## src/rtl/seq_det.sv

```systemverilog
// Moore detector for serial pattern 1-0-0-1, first bit earliest.
// Define SEQ_DET_OVERLAP_EN to let a match's trailing 1 start the next.
module seq_det (
  input  logic Seq_in,
  input  logic clk,
  input  logic reset,
  output logic Seq_out
);

  typedef enum logic [2:0] {
    S0    = 3'd0,
    S1    = 3'd1,
    S10   = 3'd2,
    S100  = 3'd3,
    S1001 = 3'd4
  } state_t;

  state_t r_state;
  state_t w_next;

  always_ff @(posedge clk or negedge reset) begin
    if (!reset) begin
      r_state <= S0;
    end else begin
      r_state <= w_next;
    end
  end

  always_comb begin
    w_next = S0;
    case (r_state)
      S0:    w_next = Seq_in ? S1 : S0;
      S1:    w_next = Seq_in ? S1 : S10;
      S10:   w_next = Seq_in ? S1 : S100;
      S100:  w_next = Seq_in ? S1001 : S0;
`ifdef SEQ_DET_OVERLAP_EN
      S1001: w_next = Seq_in ? S1 : S10;
`else
      S1001: w_next = Seq_in ? S1 : S0;
`endif
      // encodings 5..7 recover to idle
      default: w_next = S0;
    endcase
  end

  assign Seq_out = (r_state == S1001);

endmodule

```

## config.mk

```make
export PLATFORM = sky130hd
export DESIGN_NAME = seq_det
export DESIGN_NICKNAME = d
export VERILOG_FILES = /design/src/rtl/seq_det.sv
export SDC_FILE = /design/constraint.sdc
export NUM_CORES = 1
export LEC_CHECK = 0
export ABC_AREA = 1
export ABC_CLOCK_PERIOD_IN_PS = 800
export CORE_AREA = 2 2 39 41
export DETAILED_ROUTE_END_ITERATION = 8
export DIE_AREA = 0 0 41 43
export PLACE_DENSITY_LB_ADDON = 0.1
export SYNTH_ARGS = -nofsm -noshare
export SYNTH_HDL_FRONTEND = slang
export SYNTH_SLANG_ARGS = --single-unit
```

## constraint.sdc

```tcl
create_clock -name clk -period 0.8 [get_ports clk]
set_input_delay 0.24 -clock clk [delete_from_list [all_inputs] [get_ports clk]]
set_output_delay 0.24 -clock clk [all_outputs]
set_load 0.01 [all_outputs]
```

==> results of run 1 <==
==> layer usage <==
layer / track usage [%] / routed length [microns] / up-vias
met5: 0 / 0 / -
met4: 2.00 / 0 / 0
met3: 6.28 / 47 / 0
met2: 6.25 / 141 / 5
met1: 6.19 / 126 / 59
li1: - / - / 69
==> path summary, 6_finish.rpt <==
kind | to | cells after the start
max reg2reg | r_state[1] | 5
min reg2reg | r_state[2] | 2
max | Seq_out | 2
min in group clk | r_state[2] | 2
min | r_state[1] | 1
max in group asynchronous | r_state[0] | 1
==> power by group through the flow <==
stage / combinational, uW / sequential, uW / clock [uW]
6_report: 352 / 242 / 269
5_1_grt: 385 / 248 / 306
4_1_cts: 311 / 246 / 281
3_5_place_dp: 212 / 245 / 0
3_3_place_gp: 215 / 248 / 0
2_1_floorplan: 86.1 / 254 / 0
==> through the flow <==
stage	std cells	cell area, sq um
2_1_floorplan	14	140
5_1_grt	43	283
4_1_cts	42	269
3_3_place_gp	37	220
3_5_place_dp	37	220
6_report	43	283
==> cells by family (layout without fill, tap and decap cells) <==
kind of cell,Yosys count,in the layout
compound gates,1,1
buf+inv,2,15
flops,3,3
simple gates,8,8
==> placed cells by master, fill, tap and decap left out, drive strengths merged <==
master         n
dfrtp          3
nand3          1
nand2          1
inv            2
nor3           2
buf            7
clkdlybuf4s50  2
clkbuf         4
nor2           4
o21ai          1
==> layout make-up <==
| type | instances | area, sq um | share of cell area (%) |
|---|---|---|---|
| Inverter | 2 | 7.51 | 2.65 |
| Timing Repair Buffer | 9 | 77.6 | 27.4 |
| Sequential cell | 3 | 75.1 | 26.5 |
| Tap cell | 16 | 20.0 | 7.08 |
| Multi-Input combinational cell | 9 | 76.3 | 27.0 |
| Clock buffer | 4 | 26.3 | 9.29 |
==> repair_timing <==
item | CTS | global route
pin swaps | 1 | 1
buffers inserted | 1 | 1
setup endpoints to repair | 3 | 4
resized for setup | 9 | 1
==> run metrics, run 1 <==
Final #Nets=31; wire length per cell=7.33 microns; largest net degree at the start of global routing=4; Crit. Startpoint=r_state[0]; Critical Path Start Type=flop; EDFF count, synth=0; clk_lat worst skew=0.23 ns; Worst EP arrival=0.94 ns; drt total wl=315 microns; Iteration-0 DRC Markers=1; CP Buf/Inv Count=1; R2R setup slack=-0.16 ns; TritonCTS clock tree=built; share of layout cells above drive strength 1=55.6%; Worst EP required=0.56 ns; P_sw=278 uW; Worst-path clk slew=0.04 ns; top cells by count, synth=nor2_1 (4), dfrtp_1 (3), inv_1 (2); P_leak=0.000131 uW; ANT cells=0; sw frac=32.2%; Initial Util=9.31%; status=complete, but fails checks; post-synthesis xor/xnor area fraction=0%; Yosys top cell area share=58.3%; Via-to-Cell Ratio=3.09; setup violators final=4; TNS Setup=-0.800 ns; final weighted congestion in routability-driven placement=0.655; max reg flops=3; io pins=4; worst setup path class=reg2out; cell taking the most area after synthesis=dfrtp_1; Hold Crit Class=in2async; synth warn=0; Inserted Clock Buffers=3; slowest stage delay, CP=0.40 ns; root buf cell=clkbuf_4; crit-path max FO=2; largest family of logic cells by synthesized area=simple AND/OR/NAND/NOR gates; library cells used by synthesis=8; simple-gate area share of the yosys netlist=32.0%; Tot Pwr=862 uW; die span in x=41 microns; R2R Path Start=r_state[1]; Worst Setup Slack, final=-0.383 ns; Post-CTS Hold Buffers=0; final worst path period need=1.18 ns; syn_nets=17; Clock Power Share=31.1%; clock sinks=3; ys async rst share=100%; Synth Area per Inst=9.21 sq um; grt ovf=0; post-synthesis sequential area ratio=58.3%; Logic pwr share=40.8%; Final Cycle Share=148%; Worst Hold Margin=0.184 ns; Top Registers=r_state: 3 flops; area grow syn2layout=119%; final hold vios=0; All-Layer GR Usage=5.44%; CTS H-tree depth=1; 1st-pass router iterations=3; vias=133; Biggest register=r_state; Peak Freq=845 MHz; Post-Syn Area=129 sq um; initial antenna violation count=0; remaining antenna violation count=0; Final Max Tran Viols=0; Port Buffers=3; CP Cell Sequence=nor3_4 -> buf_2; most frequent cell after synthesis=nor2_1; endpoint class of the critical path=primary output; area share of fa/ha/maj cells after synthesis=0%; Post-Place Setup Slack=-0.553 ns; vias in the first global route=140; Cells after Synth=14; final core utilization=20.4%; max_cap viols=0; RSZ-0062 raised after global routing=true; DRC=0; VDD IR max=0.764 mV; Internal=585 uW; CP top delay family=flip-flops; fillers=153; PD cells=3050 nW/um^2; die area=1760 sq um; Row Count=14; clk buf depth=2; Die H=43 microns; sequential share of power=28.0%; critical path's slowest cell=dfrtp_1; Compound-Gate Fraction of Synth Area=3.88%; synthesized flop and latch total=3; Max Clock Skew=0.00106 ns; relative slew slack=90.9%; Worst-Margin Slew=0.137 ns; synth top area cells=dfrtp_1 (58%), nor2_1 (12%), nor3_2 (7.8%); core area=1380 sq um; global-route wire length before repair=572 microns; Most used DFF post-synth=dfrtp_1; failing checks=setup timing; multiplexer area fraction after synthesis=0%
Power figures use the tool's default switching activity.
==> run 2: changes to the inputs <==
Settings changed: ABC_CLOCK_PERIOD_IN_PS 800 to not set, SETUP_SLACK_MARGIN set to 0.02.
==> run metrics, run 2 (same netlist as run 1, synthesis figures left out) <==
status=complete, but fails checks; failing checks=setup timing; Biggest register=r_state; Final Max Tran Viols=0 (unchanged); drt total wl=332 microns (+5.4%); Row Count=14 (unchanged); All-Layer GR Usage=5.44% (unchanged); die span in x=41 microns (unchanged); core area=1380 sq um (unchanged); final hold vios=0 (unchanged); Worst Setup Slack, final=-0.384 ns (-0.000923 ns); VDD IR max=0.740 mV (-3.1%); CTS H-tree depth=1 (unchanged); P_leak=0.000133 uW (+1.0%); fillers=153 (unchanged); initial antenna violation count=0 (unchanged); area grow syn2layout=122%; max_cap viols=0 (unchanged); root buf cell=clkbuf_4; Worst EP arrival=0.94 ns (about the same); wire length per cell=7.72 microns (+5.4%); PD cells=3060 nW/um^2 (+0.20%); Top Registers=r_state: 3 flops; TNS Setup=-0.829 ns (-0.0283 ns); largest net degree at the start of global routing=4 (unchanged); worst setup path class=reg2out; vias in the first global route=140 (unchanged); Port Buffers=3 (unchanged); die area=1760 sq um (unchanged); DRC=0 (unchanged); setup violators final=4 (unchanged); Worst-path clk slew=0.04 ns (about the same); relative slew slack=90.8% (about the same); Hold Crit Class=in2async; Peak Freq=845 MHz (about the same); final core utilization=20.7% (+0.27 points); max reg flops=3 (unchanged); Worst EP required=0.56 ns (about the same); clk_lat worst skew=0.23 ns (about the same); share of layout cells above drive strength 1=59.3% (+3.7 points); endpoint class of the critical path=primary output; Max Clock Skew=0.00109 ns (+0.0000249 ns); remaining antenna violation count=0 (unchanged); Inserted Clock Buffers=3 (unchanged); R2R setup slack=-0.17 ns (about the same); clk buf depth=2 (unchanged); ANT cells=0 (unchanged); Die H=43 microns (unchanged); Via-to-Cell Ratio=3.16 (+2.3%); global-route wire length before repair=572 microns (unchanged); Initial Util=9.31% (unchanged); TritonCTS clock tree=built; Critical Path Start Type=flop; Final Cycle Share=148% (about the same); most frequent cells in the layout=buf_4 (4), nor2_1 (3), clkbuf_4 (3), dfrtp_1 (3); io pins=4 (unchanged); final weighted congestion in routability-driven placement=0.655 (unchanged); final worst path period need=1.18 ns (+0.000923 ns); Worst-Margin Slew=0.137 ns (+0.0000293 ns); 1st-pass router iterations=1 (-2); RSZ-0062 raised after global routing=true; clock sinks=3 (unchanged); most common cell after layout, fill and taps aside=buf_4; Tot Pwr=876 uW (+1.5%); vias=136 (+2.3%); Iteration-0 DRC Markers=0 (-1); crit-path max FO=2 (unchanged); grt ovf=0 (unchanged); Final #Nets=31 (unchanged); Worst Hold Margin=0.184 ns (+0.000427 ns)
==> run 2: cell counts in the layout (fill, tap and decap cells not counted) <==
No cell type changed its count.
==> run 2: what timing repair did <==
item / in CTS / in global routing
gates resized for setup: 9 / 2
hold buffers: 0 / 0
pin swaps: 1 / 1
setup buffers: 1 / 1
endpoints found under the setup margin: 4 / 4
==> run 2: worst paths after layout <==
check,start,to,cells past startpoint
setup / recovery,r_state[0],Seq_out,2
hold / removal,reset,r_state[1],1
setup reg to reg,r_state[1],r_state[1],5
hold reg to reg,r_state[2],r_state[2],2
max in group asynchronous,reset,r_state[0],1
min in group clk,r_state[2],r_state[2],2
==> run 2: report_power, final <==
group | internal [uW] | leakage [uW] | switching, uW
clock | 187 | 0.0000150 | 80.9
combinational | 206 | 0.0000797 | 160
sequential | 197 | 0.0000381 | 45.5
total | 589 | 0.000133 | 286
==> run 2: final cells by class <==
cell class                      count  area [sq um]  share of cell area (%)
Multi-Input combinational cell      9          80.1                    27.9
Timing Repair Buffer                9          77.6                    27.1
Clock buffer                        4          26.3                    9.17
Inverter                            2          7.51                    2.62
Tap cell                           16          20.0                    6.99
Sequential cell                     3          75.1                    26.2
==> run 2: worst max-delay path, stage by stage, from the launching register on <==
cell and delay, ns:
dfrtp_1 0.40, nor3_4 0.17, buf_2 0.14
==> run 2: stage by stage <==
stage	std cells	setup slack [ns]	instance area (sq um)
floorplan	14	-0.0544	140
global placement	37	-0.557	220
global route	43	-0.423	287
detailed placement	37	-0.553	220
finish	43	-0.384	287
CTS	42	-0.399	269
==> run 2: layer usage <==
layer | global-route usage (%) | wire [microns] | up-vias
met5 | 0 | 0 | -
li1 | - | - | 69
met1 | 6.19 | 119 | 62
met4 | 2.00 | 0 | 0
met3 | 6.28 | 47 | 0
met2 | 6.25 | 165 | 5
==> run 3: changes to the inputs <==
Clock period 0.8 ns to 1.2 ns, I/O delays scaled along.
==> run metrics, run 3 (same netlist as run 1, synthesis figures left out) <==
status=complete, but fails checks; failing checks=setup timing; clk_lat worst skew=0.23 ns (about the same); RSZ-0062 raised after global routing=true; Post-Place Setup Slack=-0.293 ns (+0.260 ns); grt ovf=0 (unchanged); Critical Path Start Type=flop; core area=1380 sq um (unchanged); clock sinks=3 (unchanged); share of layout cells above drive strength 1=44.0% (-15 points); Worst EP required=0.84 ns (+0.28 ns); slowest stage delay, CP=0.39 ns (about the same); clk buf depth=2 (unchanged); worst setup path class=reg2out; TritonCTS clock tree=built; remaining antenna violation count=0 (unchanged); final weighted congestion in routability-driven placement=0.572 (-13%); worst reg2reg endpoint=r_state[0]; most frequent cells in the layout=nor2_1 (4), buf_4 (4), clkbuf_4 (3), dfrtp_1 (3); PD cells=1980 nW/um^2 (-35%); Max Clock Skew=0.00115 ns (+0.0000671 ns); 1st-pass router iterations=1 (unchanged); Final #Nets=29 (-6.5%); final worst path period need=1.29 ns; All-Layer GR Usage=4.83% (-0.61 points); ANT cells=0 (unchanged); Die H=43 microns (unchanged); crit-path max FO=2 (unchanged); Worst-path clk slew=0.04 ns (about the same); Tot Pwr=465 uW (-47%); P_leak=0.000112 uW (-15%); critical path's slowest cell=dfrtp_1; die area=1760 sq um (unchanged); Final Max Tran Viols=0 (unchanged); Via-to-Cell Ratio=3.07 (-2.8%); Worst Setup Slack, final=-0.0930 ns (+0.291 ns); drt total wl=309 microns (-6.9%); Iteration-0 DRC Markers=0 (unchanged); DRC=0 (unchanged); max_cap viols=0 (unchanged); Inserted Clock Buffers=3 (unchanged); Peak Freq=773 MHz; final hold vios=0 (unchanged); area grow syn2layout=82.5%; io pins=4 (unchanged); Row Count=14 (unchanged); CP Cell Sequence=nor3_2 -> buf_2; largest net degree at the start of global routing=4 (unchanged); Port Buffers=3 (unchanged); die span in x=41 microns (unchanged); setup violators final=1 (-3); Worst-Margin Slew=0.131 ns (-0.00658 ns); R2R setup slack=0.31 ns (+0.48 ns); fillers=158 (+3.3%); initial antenna violation count=0 (unchanged); DP Wirelength=241 microns; wire length per cell=7.54 microns (-2.4%); relative slew slack=91.3% (+0.41 points); root buf cell=clkbuf_4; FF-to-FF path depth=4 (-1); max reg flops=3 (unchanged); Worst EP arrival=0.93 ns (about the same); Top Registers=r_state: 3 flops; global-route wire length before repair=483 microns (-16%); Initial Util=9.31% (unchanged); VDD IR max=0.554 mV (-25%); endpoint class of the critical path=primary output; R2R Path Start=r_state[0]; CTS H-tree depth=1 (unchanged); vias=126 (-7.4%); Final Cycle Share=108%; Biggest register=r_state; Hold Crit Class=in2async; vias in the first global route=138 (-1.4%)
==> run 3: worst max-delay path, delay by kind of cell, from the launching register on <==
| family | cells | cell delay [ns] |
|---|---|---|
| flops | 1 | 0.39 |
| buf+inv | 1 | 0.15 |
| simple gates | 1 | 0.17 |
==> run 3: area by class of cell <==
type | count | area (sq um) | area share [%]
sequential | 3 | 75.1 | 31.9
timing repair buffer | 7 | 55.1 | 23.4
multi-input combinational | 9 | 51.3 | 21.8
clock buffer | 4 | 26.3 | 11.2
tap | 16 | 20.0 | 8.51
inverter | 2 | 7.51 | 3.19
==> run 3: worst max path at each step <==
stage | startpoint | to | depth (start not counted)
2_1_floorplan | r_state[0] | Seq_out | 1
3_3_place_gp | r_state[0] | Seq_out | 2
3_5_place_dp | r_state[0] | Seq_out | 2
4_1_cts | r_state[0] | Seq_out | 2
5_1_grt | r_state[0] | Seq_out | 2
6_report | r_state[0] | Seq_out | 2
==> run 3: stage by stage <==
step / area, sq um / util, % / hold slack, ns / setup TNS, ns / instances
floorplan: 129 / - / 0.0644 / 0 / 14
global placement: 209 / 15.1 / 0.513 / -0.254 / 37
detailed placement: 209 / 15.1 / 0.511 / -0.293 / 37
CTS: 235 / 17.0 / 0.301 / -0.106 / 41
global route: 235 / 17.0 / 0.304 / -0.135 / 41
finish: 235 / 17.0 / 0.307 / -0.0930 / 41
==> run 3: report_power, final <==
| part | leakage (uW) | switching (uW) | internal, uW |
|---|---|---|---|
| Sequential | 0.0000381 | 20.5 | 131 |
| Clock | 0.0000150 | 51.3 | 125 |
| Combinational | 0.0000594 | 64.8 | 72.8 |
| Total | 0.000112 | 137 | 328 |
==> run 3: timing repair <==
| item | in CTS | in global routing |
|---|---|---|
| buffers inserted | 0 | 0 |
| gates resized for setup | 5 | 0 |
| setup endpoints to repair | 1 | 1 |
| hold buffers | 0 | 0 |
| pin swaps | 0 | 0 |
==> run 3: layer usage <==
layer	global-route usage (%)	share of wire, %	routed length, microns	vias up
met5	0	0	0	-
met4	8.00	0	0	0
met3	1.57	11	34	0
met2	5.94	48	149	4
met1	4.55	40	125	57
li1	-	-	-	65
